$ cat src/rtl/fetch_buffer.sv
// fetch_buffer: instruction fetch queue between instruction memory and decode.
//
// Captures {PC, instruction} pairs from the fetch stage into a DEPTH-entry
// circular FIFO and presents the head entry to decode over valid/ready.
// A flush (branch/jump redirect) discards every queued entry in one cycle.
//
// Optional feature macro: FETCH_BUF_BYPASS_EN
//   When defined, an empty queue passes the incoming fetch straight through
//   to the outputs in the same cycle (zero-latency bypass).
//
// Parameters:
//   DEPTH   - number of entries (power of two, 2..16)
//   PC_W    - PC width
//   INSTR_W - instruction width
//
// Ports:
//   clk, reset_n           - rising-edge clock, asynchronous active-low reset
//   flush                  - drop all queued entries, block push/pop this cycle
//   in_valid/in_ready      - fetch-side handshake, in_pc/in_instr payload
//   out_valid/out_ready    - decode-side handshake, out_pc/out_instr payload
//   count                  - number of occupied entries
module fetch_buffer #(
  parameter int DEPTH   = 4,
  parameter int PC_W    = 64,
  parameter int INSTR_W = 32
) (
  input  logic                       clk,
  input  logic                       reset_n,
  input  logic                       flush,
  input  logic                       in_valid,
  input  logic [PC_W-1:0]            in_pc,
  input  logic [INSTR_W-1:0]         in_instr,
  output logic                       in_ready,
  output logic                       out_valid,
  output logic [PC_W-1:0]            out_pc,
  output logic [INSTR_W-1:0]         out_instr,
  input  logic                       out_ready,
  output logic [$clog2(DEPTH):0]     count
);

  localparam int PTR_W = $clog2(DEPTH);
  localparam int CNT_W = PTR_W + 1;
  localparam logic [CNT_W-1:0] FULL_CNT = CNT_W'(DEPTH);
  localparam logic [CNT_W-1:0] CNT_ONE  = CNT_W'(1);
  localparam logic [PTR_W-1:0] PTR_ONE  = PTR_W'(1);

  logic [PC_W-1:0]    pc_q    [DEPTH];
  logic [PC_W-1:0]    pc_d    [DEPTH];
  logic [INSTR_W-1:0] instr_q [DEPTH];
  logic [INSTR_W-1:0] instr_d [DEPTH];
  logic [PTR_W-1:0]   wp_q, wp_d;
  logic [PTR_W-1:0]   rp_q, rp_d;
  logic [CNT_W-1:0]   count_q, count_d;

  logic empty, full, byp_vld, push, pop, wr_en, rd_en;

  // Handshake and output selection
  always_comb begin
    empty = (count_q == '0);
    full  = (count_q == FULL_CNT);
`ifdef FETCH_BUF_BYPASS_EN
    byp_vld = empty && in_valid && !flush;
`else
    byp_vld = 1'b0;
`endif
    out_valid = !empty || byp_vld;
    // A full queue still accepts when the head leaves in the same cycle.
    in_ready  = !flush && (!full || (out_ready && out_valid));
    push      = in_valid && in_ready;
    pop       = out_valid && out_ready;
    // A bypassed entry consumed immediately never touches storage or pointers.
    wr_en     = push && !(byp_vld && pop);
    rd_en     = pop && !byp_vld;
    out_pc    = byp_vld ? in_pc    : pc_q[rp_q];
    out_instr = byp_vld ? in_instr : instr_q[rp_q];
  end

  // Next-state
  always_comb begin
    pc_d    = pc_q;
    instr_d = instr_q;
    wp_d    = wp_q;
    rp_d    = rp_q;
    count_d = count_q;
    if (flush) begin
      // Storage is left as-is; only pointers and occupancy are cleared.
      wp_d    = '0;
      rp_d    = '0;
      count_d = '0;
    end else begin
      if (wr_en) begin
        pc_d[wp_q]    = in_pc;
        instr_d[wp_q] = in_instr;
        wp_d          = wp_q + PTR_ONE;
      end
      if (rd_en) begin
        rp_d = rp_q + PTR_ONE;
      end
      case ({wr_en, rd_en})
        2'b10:   count_d = count_q + CNT_ONE;
        2'b01:   count_d = count_q - CNT_ONE;
        default: count_d = count_q;
      endcase
    end
  end

  // State registers
  always_ff @(posedge clk or negedge reset_n) begin
    if (!reset_n) begin
      for (int i = 0; i < DEPTH; i++) begin
        pc_q[i]    <= '0;
        instr_q[i] <= '0;
      end
      wp_q    <= '0;
      rp_q    <= '0;
      count_q <= '0;
    end else begin
      pc_q    <= pc_d;
      instr_q <= instr_d;
      wp_q    <= wp_d;
      rp_q    <= rp_d;
      count_q <= count_d;
    end
  end

  assign count = count_q;

endmodule

$ cat config.mk
export PLATFORM = sky130hd
export DESIGN_NAME = fetch_buffer
export DESIGN_NICKNAME = d
export VERILOG_FILES = /design/src/rtl/fetch_buffer.sv
export SDC_FILE = /design/constraint.sdc
export NUM_CORES = 1
export LEC_CHECK = 0
export BUFFER_PORTS_ARGS = -buffer_cell sky130_fd_sc_hd__buf_4
export CORE_MARGIN = 2
export CORE_UTILIZATION = 58
export CTS_CLUSTER_DIAMETER = 150
export CTS_CLUSTER_SIZE = 24
export DETAILED_ROUTE_END_ITERATION = 12
export GPL_ROUTABILITY_DRIVEN = 0
export PLACE_DENSITY = 0.85
export REMOVE_ABC_BUFFERS = 1
export SLEW_MARGIN = 15
export SYNTH_ARGS = -nofsm -noshare
export SYNTH_HDL_FRONTEND = slang
export SYNTH_SLANG_ARGS = --single-unit
$ cat constraint.sdc
create_clock -name clk -period 2.6 [get_ports clk]
set_clock_uncertainty 0.1 [all_clocks]
set_input_delay 0.13 -clock clk [delete_from_list [all_inputs] [get_ports clk]]
set_output_delay 0.13 -clock clk [all_outputs]
set_load 0.01 [all_outputs]
==> metrics <==
status completed; kind of critical path reg2out; Worst-Skew Late Latency between 0.5 and 0.6 ns; Seq cells post-synth 391; M1 WL 15.55 mm; DRT Pass-1 Iters 4; initial antenna violation count 0; Post-Syn Area 16,970 um^2; All-Layer GR Usage 0.2358; Vias 9,776; YS warnings 0; post-synthesis sequential area ratio 0.5767; number of global-route vias before repair 10,750; # DRC 0; CTS Root Cell clkbuf_16; worst path bufs/invs 3; Hold Crit Class in2async; Worst slew margin 0.5793; CTS Sinks between 300 and 400; Ant. Diodes 0; Die X 175.0 um; initial core utilization 0.5895; # IOs 202; Rows 62; post-synthesis mux area share 0.3848; Max FO, Critical Path 24; CP peak stage delay between 0.5 and 0.6 ns; Synth Flop Type dfrtp_1; largest family of logic cells by synthesized area multiplexers; fmax 0.4245 GHz; xor and xnor area share after synthesis 0.002065; WP data arrival 2.13 ns; final clock period utilization by the worst path 0.9060; DRT iter0 DRCs 527; ranking of synthesized cells by area dfrtp_1 (58%), mux2_2 (25%), mux4_2 (13%), buf_2 (0.91%), mux2_1 (0.86%); compound-gate portion of the synthesized area 0.003540; H-tree Lvls 1; DR vias/cell 5.816; Tot Pwr between 15 and 20 mW; global-route wire length before repair 57.80 mm; DPL Wire Length 22.73 mm; DIE AREA 30,630 um^2; pwr dens just over 900 nW/um^2; Setup violations, final 0; Hold WS 0.09810 ns; # port buffers 201; wire length on met3 1.586 mm; wire per inst between 20 and 25 um; routed wire length between 30 and 40 mm; max layer used met4; leakage 9.394 nW; CP top delay family multiplexers; Clk pin slew, worst setup/hold paths 0.10 ns; Adder-Cell Fraction of Synth Area 0.004130; share of cells above drive strength 1 0.5798; simple-gate share of the synthesized area 0.007228; Net count, final 1,401; Slowest-stage cell, CP mux4_2; Worst-Margin Slew between 0.6 and 0.7 ns; TritonCTS clock tree done; crit path time final 2.356 ns; Layout area overhead 23.05%; RSZ-0062 raised after global routing false; Most common cell on crit path buf_12; biggest area consumer among synthesized cells dfrtp_1; Worst setup EP type output port; Peak supply drop 0.7431 mV; CORE AREA 28,780 um^2; Layout Cells excl Fill 1,681; Final ANT Viol Nets 0; Cell Chain, Critical Path buf_12 -> buf_12 -> mux4_2 -> buf_4; data required time at the worst endpoint 2.37 ns; Post-Synthesis Cells ~1,000; crit start category flip-flop; Cells after DPL 1,548; gr ovfl total 0; largest net degree at the start of global routing slightly below 80; Max-Cap Viols 0; Num CTS Buffers 20; final hold violations 0; Syn Area/Cell between 15 and 20 um^2; clk buf depth 3; DR WL met2 17.57 mm; final max-slew violation count 0; EDFF count, synth 0; unique cell type count in the Yosys netlist 29; post-synth top area share 0.5767; FFs w/ async S/R, synth 1.000; Die Ht 175.0 um
[final timing paths]
kind	slack [ns]	end	depth (start not counted)	startpoint
hold reg to reg	0.40	pc_q[192]	1	pc_q[192]
max in group asynchronous	1.43	instr_q[12]	3	reset_n
min in group clk	0.30	pc_q[164]	3	in_pc[36]
setup / recovery	0.24	out_pc[17]	4	rp_q[0]
hold / removal	0.1	pc_q[140]	2	reset_n
setup reg to reg	0.29	pc_q[91]	5	count[1]
[metal layers]
layer  up-vias  global-route usage
li1       4270                   -
met1      5245              0.3364
met2       218              0.3920
met3        43             0.03916
met4         0             0.04479
met5         -                   0
[synthesized netlist by cell type, types with 3 or more instances]
master    number
buf_2         31
nand2_1        8
mux4_2        96
mux2_1        13
dfrtp_1      391
inv_1          3
buf_4         19
ha_1           4
clkbuf_1      10
mux2_2       372
buf_1          5
nor2_1         8
mux2i_1        3
a21oi_1        3
[power breakdown]
part	leakage [nW]	internal [mW]	switching [mW]
clock	0.271	1.48	1.89
combinational	4.27	3.95	2.21
sequential	4.85	8.31	1.12
total	9.39	13.7	5.22
[sequential cells by signal (all words and copies together) (netlist names)]
register / cells
count: 3
instr_q: 128
pc_q: 256
rp_q: 2
wp_q: 2
[cell type report]
type / instances / area, um^2
Tap cell: 384 / 480.5
Fill cell: 1809 / 7905
Inverter: 3 / 11.26
Sequential cell: 391 / 9792
Clock buffer: 23 / 533.0
Multi-Input combinational cell: 525 / 6845
Clock inverter: 1 / 20.02
Timing Repair Buffer: 354 / 3193
[what timing repair did]
action / in CTS / in global routing
hold endpoints to repair: 650 / 0
setup buffers: 0 / 8
gates resized for setup: 0 / 0
hold buffers: 101 / 0
endpoints found under the setup margin: 0 / 4
[worst reg2reg max path, stage by stage (launching register included)]
cell,delay (ns)
dfrtp_1,0.49
nor4b_2,0.53
nor3b_4,0.17
nand2_4,0.25
buf_12,0.27
mux2_2,0.39
[layout by cell type, fill, tap and decap left out, types with 2 or more instances in the layout]
master / n
mux2_2: 372
dfrtp_1: 389
nor2_1: 8
inv_1: 3
xnor2_1: 2
clkbuf_1: 2
nand2_4: 4
dlygate4sd3_1: 101
mux2i_1: 3
buf_12: 22
a21oi_1: 3
nand2_1: 4
mux4_2: 96
clkbuf_16: 21
xor2_1: 2
buf_4: 230
o31ai_1: 2
mux2_1: 13
ha_1: 4
dfrtp_4: 2
[stage by stage]
stage | utilization | setup TNS, ns | setup slack, ns | area [um^2]
6_report | 0.7253 | 0 | 0.2445 | 20880
3_5_place_dp | 0.6680 | 0 | 0.3023 | 19230
3_3_place_gp | 0.6680 | 0 | 0.3763 | 19230
4_1_cts | 0.7224 | 0 | 0.01819 | 20790
5_1_grt | 0.7253 | 0 | 0.1457 | 20880
2_1_floorplan | - | -655.68 | -2.100 | 16610
[cell families (layout without fill, tap and decap cells)]
logic type	count (synthesis)	in the layout
DFF	391	391
adders and majority gates	5	5
AOI/OAI and AO/OA	9	9
and+or+nand+nor	23	23
buffers and inverters	68	381
xor gates and xnor gates	4	4
muxes	484	484
Note: power is estimated with default switching activity, not from simulation.
